--- src/rtl/fetch_pkg.sv ---
// ============================================================================
// Module : fetch_pkg
// Brief  : Shared types and constants for the instruction fetch unit.
// Rev    : 1.0
// ============================================================================
`default_nettype none

package fetch_pkg;

  typedef enum logic [2:0] {
    ST_IDLE = 3'd0,
    ST_REQ  = 3'd1,
    ST_WAIT = 3'd2,
    ST_HOLD = 3'd3,
    ST_ERR  = 3'd4
  } fetch_state_e;

  localparam logic [31:0] DEFAULT_RESET_PC = 32'h0000_0000;
  localparam logic [31:0] INST_BYTES       = 32'd4;

endpackage

`default_nettype wire

--- src/rtl/instr_fetch_unit.sv ---
// ============================================================================
// Module : instr_fetch_unit
// Brief  : Single-outstanding instruction fetch FSM with redirect latch.
// Rev    : 1.0
// ============================================================================
`default_nettype none

module instr_fetch_unit
  import fetch_pkg::*;
#(
  parameter logic [31:0] RESET_PC = DEFAULT_RESET_PC
) (
  input  logic        clk,
  input  logic        rst,
  input  logic        redirect,
  input  logic [31:0] next_pc,
  output logic        imem_req_valid,
  input  logic        imem_req_ready,
  output logic [31:0] imem_addr,
  input  logic        imem_resp_valid,
  input  logic [31:0] imem_resp_data,
  output logic        inst_valid,
  input  logic        inst_ready,
  output logic [31:0] inst,
  output logic [31:0] inst_pc,
  output logic        fetch_err
);

  fetch_state_e state_q, state_d;
  logic [31:0]  pc_q, pc_d;
  logic         redirect_pending_q, redirect_pending_d;
  logic [31:0]  redirect_pc_q, redirect_pc_d;
  logic         redirect_bad_q, redirect_bad_d;
  logic         req_valid_q, req_valid_d;
  logic [31:0]  addr_q, addr_d;
  logic         inst_valid_q, inst_valid_d;
  logic [31:0]  inst_q, inst_d;
  logic [31:0]  inst_pc_q, inst_pc_d;
  logic         fetch_err_q, fetch_err_d;

  logic         w_redir_in;
  logic         w_pend;
  logic [31:0]  w_tgt;
  logic         w_bad;
  logic         w_go_req;
  logic [31:0]  w_go_pc;

  // A redirect arriving this cycle is folded in as if already latched.
  assign w_redir_in = redirect && (state_q != ST_ERR);
  assign w_pend     = redirect_pending_q || w_redir_in;
  assign w_tgt      = w_redir_in ? next_pc : redirect_pc_q;
  assign w_bad      = redirect_bad_q || (w_redir_in && (next_pc[1:0] != 2'b00));

  always_comb begin
    state_d            = state_q;
    pc_d               = pc_q;
    redirect_pending_d = w_pend;
    redirect_pc_d      = w_tgt;
    redirect_bad_d     = w_bad;
    req_valid_d        = req_valid_q;
    addr_d             = addr_q;
    inst_valid_d       = inst_valid_q;
    inst_d             = inst_q;
    inst_pc_d          = inst_pc_q;
    fetch_err_d        = fetch_err_q;
    w_go_req           = 1'b0;
    w_go_pc            = pc_q;

    case (state_q)
      ST_IDLE: w_go_req = 1'b1;
      ST_REQ: begin
        if (req_valid_q && imem_req_ready) begin
          state_d     = ST_WAIT;
          req_valid_d = 1'b0;
        end
      end
      ST_WAIT: begin
        if (imem_resp_valid) begin
          if (w_pend) begin
            w_go_req = 1'b1;
          end else begin
            inst_d       = imem_resp_data;
            inst_pc_d    = pc_q;
            inst_valid_d = 1'b1;
            state_d      = ST_HOLD;
          end
        end
      end
      ST_HOLD: begin
        if (w_pend) begin
          w_go_req = 1'b1;
        end else if (inst_ready) begin
          w_go_req = 1'b1;
          w_go_pc  = pc_q + INST_BYTES;
        end
      end
      default: begin
        req_valid_d        = 1'b0;
        inst_valid_d       = 1'b0;
        redirect_pending_d = 1'b0;
      end
    endcase

    // Launch the next fetch; a pending redirect overrides the sequential pc.
    if (w_go_req) begin
      inst_valid_d       = 1'b0;
      redirect_pending_d = 1'b0;
      if (w_pend && w_bad) begin
        state_d     = ST_ERR;
        fetch_err_d = 1'b1;
        req_valid_d = 1'b0;
      end else begin
        state_d     = ST_REQ;
        pc_d        = w_pend ? w_tgt : w_go_pc;
        addr_d      = w_pend ? w_tgt : w_go_pc;
        req_valid_d = 1'b1;
      end
    end
  end

  always_ff @(posedge clk or posedge rst) begin
    if (rst) begin
      state_q            <= ST_IDLE;
      pc_q               <= RESET_PC;
      redirect_pending_q <= 1'b0;
      redirect_pc_q      <= RESET_PC;
      redirect_bad_q     <= 1'b0;
      req_valid_q        <= 1'b0;
      addr_q             <= RESET_PC;
      inst_valid_q       <= 1'b0;
      inst_q             <= 32'h0;
      inst_pc_q          <= 32'h0;
      fetch_err_q        <= 1'b0;
    end else begin
      state_q            <= state_d;
      pc_q               <= pc_d;
      redirect_pending_q <= redirect_pending_d;
      redirect_pc_q      <= redirect_pc_d;
      redirect_bad_q     <= redirect_bad_d;
      req_valid_q        <= req_valid_d;
      addr_q             <= addr_d;
      inst_valid_q       <= inst_valid_d;
      inst_q             <= inst_d;
      inst_pc_q          <= inst_pc_d;
      fetch_err_q        <= fetch_err_d;
    end
  end

  assign imem_req_valid = req_valid_q;
  assign imem_addr      = addr_q;
  assign inst_valid     = inst_valid_q;
  assign inst           = inst_q;
  assign inst_pc        = inst_pc_q;
  assign fetch_err      = fetch_err_q;

endmodule

`default_nettype wire

--- config.mk ---
export PLATFORM = sky130hd
export DESIGN_NAME = instr_fetch_unit
export DESIGN_NICKNAME = d
export VERILOG_FILES = /design/src/rtl/fetch_pkg.sv /design/src/rtl/instr_fetch_unit.sv
export SDC_FILE = /design/constraint.sdc
export NUM_CORES = 1
export LEC_CHECK = 0
export CORE_MARGIN = 2
export CORE_UTILIZATION = 52
export DETAILED_ROUTE_END_ITERATION = 10
export MAX_ROUTING_LAYER = met4
export PLACE_DENSITY_LB_ADDON = 0.12
export SYNTH_ARGS = -nofsm -noshare
export SYNTH_HDL_FRONTEND = slang
export SYNTH_SLANG_ARGS = --single-unit
export TNS_END_PERCENT = 10
--- constraint.sdc ---
create_clock -name clk -period 10.1 [get_ports clk]
set_input_delay 2.02 -clock clk [delete_from_list [all_inputs] [get_ports clk]]
set_output_delay 2.02 -clock clk [all_outputs]
set_load 0.05 [all_outputs]
==> metrics <==
status finished, final reports clean; post-DP HPWL 9900 um; Req. time, crit path around 10 ns; switching pwr 1100 uW; Worst Setup Start Kind input pin; number of synthesized register bits around 140; Worst-path clk slew roughly 0.050 ns; xor and xnor area share after synthesis 0%; clock latency on the worst-skew pair 0.42 ns; CP max-delay cell a2111o_1; n_diodes 0; worst-path fanout max 22; Crit Path Category input pin to flop; routability cong. 0.842; Initial DRC Count roughly 340; Pins Over Slew Limit 0; Final ANT Viol Nets 0; Pwr Density 312 mW/mm^2; CTS sink cnt 136; largest net degree at the start of global routing 70; number of post-CTS setup repair buffers 0; Final Cycle Share 41.7%; maximum clock frequency approximately 240 MHz; vias in the first global route around 5000; drt first pass iters 5; I/O pin cnt 169; Max Cap Violations 0; mapped cell area 0.00608 mm^2; # DRC 0; largest family of logic cells by synthesized area multiplexers; synth top area cells dfrtp_1, mux2_2, a21oi_1; arrival time worst endpoint between 4 and 5 ns; maximum VDD drop a little under 0.2 mV; Internal Power 1520 uW; Hold/Removal Path Class flop to flop; post-synthesis compound-gate area fraction 14.2%; filler instances 832; area delta synth->final 38.2%; initial core utilization 53.3%; Yosys top cell by area dfrtp_1; Clk network pwr share 21.8%; unrepaired setup endpoints after global routing false; count of input and output buffers 168; post-synthesis net count between 500 and 600; EDFF count, synth 0; Flop pwr share 34.0%; share of the synthesized area in the top cell type 56.0%; fin crit period 4.21 ns; CTS resizes 0; Yosys Warn Count 0; Top FF cell, synth dfrtp_1; final WL 14600 um; adder-cell share of the synthesized area less than 1%; TritonCTS clock tree built; critical path capture point type flop; Finish-stage setup viols 0; Worst Tran Pin Value 0.999 ns; Sw Share a little over two fifths; global route overflow 0; TritonCTS buffer count 17; Final #Nets 739; gr usage total 24.9%; core area approximately 0.011 mm^2; CTS root buf clkbuf_16; worst path cell trace clkdlybuf4s50_1 -> nor2_1 -> and3b_1 -> a2111o_1 -> a21oi_1 -> o22a_1; H-tree depth 4; endpoints failing hold 0; total power ~2600 uW; Post-Synth Simple-Gate Area a little under a tenth; Die Height 112 um; Syn Area/Cell 12.0 um^2; first-pass GRT wire length 24000 um; DR vias/cell between 5 and 6; Placement Rows 39; layout cells sized above 1 about a fifth; CP peak stage delay 0.74 ns; unique cell type count in the Yosys netlist between 50 and 60; clock tree buffer depth 2; die boundary width 112 um; asr flop ratio synth 100%; mux cell area share after synthesis 17.7%; Vias 4801; Comb pwr share 44.3%; hold-fix buffers at CTS 0; setup TNS 0 ns; Seq/Total Area, Yosys between 50% and 60%; Max-slew headroom 32.8%; die area 0.0126 mm^2; static leakage 0.00365 uW; Setup Skew 0.00540 ns; wire length per cell 17.8 um; initial antenna violation count 0; Post-Syn Instances 506
## worst max-delay path, delay by kind of cell
family	cells	cell delay, ns
AOI/OAI and AO/OA	3	1.05
and+or+nand+nor	2	0.85
buffers and inverters	1	0.58
## through the flow
stage	cell area, um^2	utilization (%)	setup WS [ns]	instances	hold slack [ns]
final	8400	73.6	5.89	822	0.467
after global routing	8400	73.6	5.77	822	0.485
after CTS	8400	73.6	5.95	822	0.472
after detailed placement	7860	68.8	5.50	792	0.456
after global placement	7860	68.8	5.63	792	0.451
after floorplan	6080	-	4.44	506	0.437
## cell usage after synthesis (5+ instances only)
cell type  number
o22ai_1        13
inv_1           7
nor4_1          5
nor2_1         13
a21oi_2         5
mux2i_1         5
buf_1           5
o21ai_0        23
nand2_1        41
nor3_1          7
nand3_1         9
a21o_1          6
buf_2          10
mux2_2         91
clkbuf_1       11
o31ai_1         5
a2bb2oi_2       7
dfrtp_1       136
a21oi_1        38
nand4_1        12
## power by group through the flow
stage | Combinational [uW] | Clock [uW] | Sequential, uW
global route | 1220 | 612 | 917
CTS | 1160 | 580 | 888
global placement | 1140 | 0 | 882
detailed placement | 1160 | 0 | 895
floorplan | 389 | 0 | 1270
finish | 1160 | 571 | 890
## placed cells by master, fill, tap and decap left out, drive strengths merged, types with 3 or more instances in the layout
cell / instances
or3: 3
nor2: 15
clkbuf: 27
mux2: 91
a2bb2oi: 9
nor3: 7
o22ai: 13
mux2i: 5
nand2: 41
clkdlybuf4s50: 168
o31ai: 5
nand3: 9
and3: 4
nand4: 12
dfrtp: 136
o2bb2ai: 3
buf: 4
a21oi: 43
a21o: 6
a22o: 3
inv: 7
nand2b: 4
o21ai: 26
nor4: 5
## flip-flops by register name (all words and copies together) (netlist names)
name / cells
inst_pc: 32
inst: 32
state_q: 3
imem_addr: 32
imem_req_valid: 1
redirect_bad_q: 1
inst_valid: 1
redirect_pc_q: 32
fetch_err: 1
redirect_pending_q: 1
## per-layer routing
| metal | routed length (um) | GRT usage (%) | vias up | share of wire, % |
|---|---|---|---|---|
| met5 | 0 | - | - | 0 |
| met4 | 252 | 7.32 | 0 | 1.7 |
| met3 | 992 | 7.78 | 22 | 6.8 |
| met2 | 7170 | 39.2 | 204 | 49 |
| met1 | 6200 | 31.2 | 2394 | 42 |
| li1 | - | - | 2181 | - |
## logic make-up (layout without fill, tap and decap cells)
logic type | Yosys count | after routing
AND/OR/NAND/NOR | 112 | 112
buffers and inverters | 36 | 209
AO/OA/AOI/OAI | 125 | 125
flip-flops | 136 | 136
multiplexers | 96 | 96
adder cells (fa/ha/maj) | 1 | 1
## final cells by class
cell class                      instances  area (um^2)  share of cell area [%]
Clock inverter                          3         40.0                   0.476
Timing Repair Buffer                  172         1710                    20.4
Clock buffer                           27          503                    5.99
Inverter                                7         31.3                   0.372
Tap cell                              143          179                    2.13
Multi-Input combinational cell        334         2530                    30.2
Sequential cell                       136         3400                    40.5
## path summary, 6_finish.rpt
kind                             from       endpoint  slack (ns)  cells after the start
max reg2reg                state_q[2]  imem_addr[29]        7.28                      6
min reg2reg                 fetch_err      fetch_err        0.47                      1
min in group asynchronous         rst       inst[22]        2.06                      2
max in group asynchronous         rst       inst[13]        6.78                      3
max                          redirect  imem_addr[29]        5.89                      6
min                         fetch_err      fetch_err        0.47                      1
Note: power is estimated with default switching activity, not from simulation.
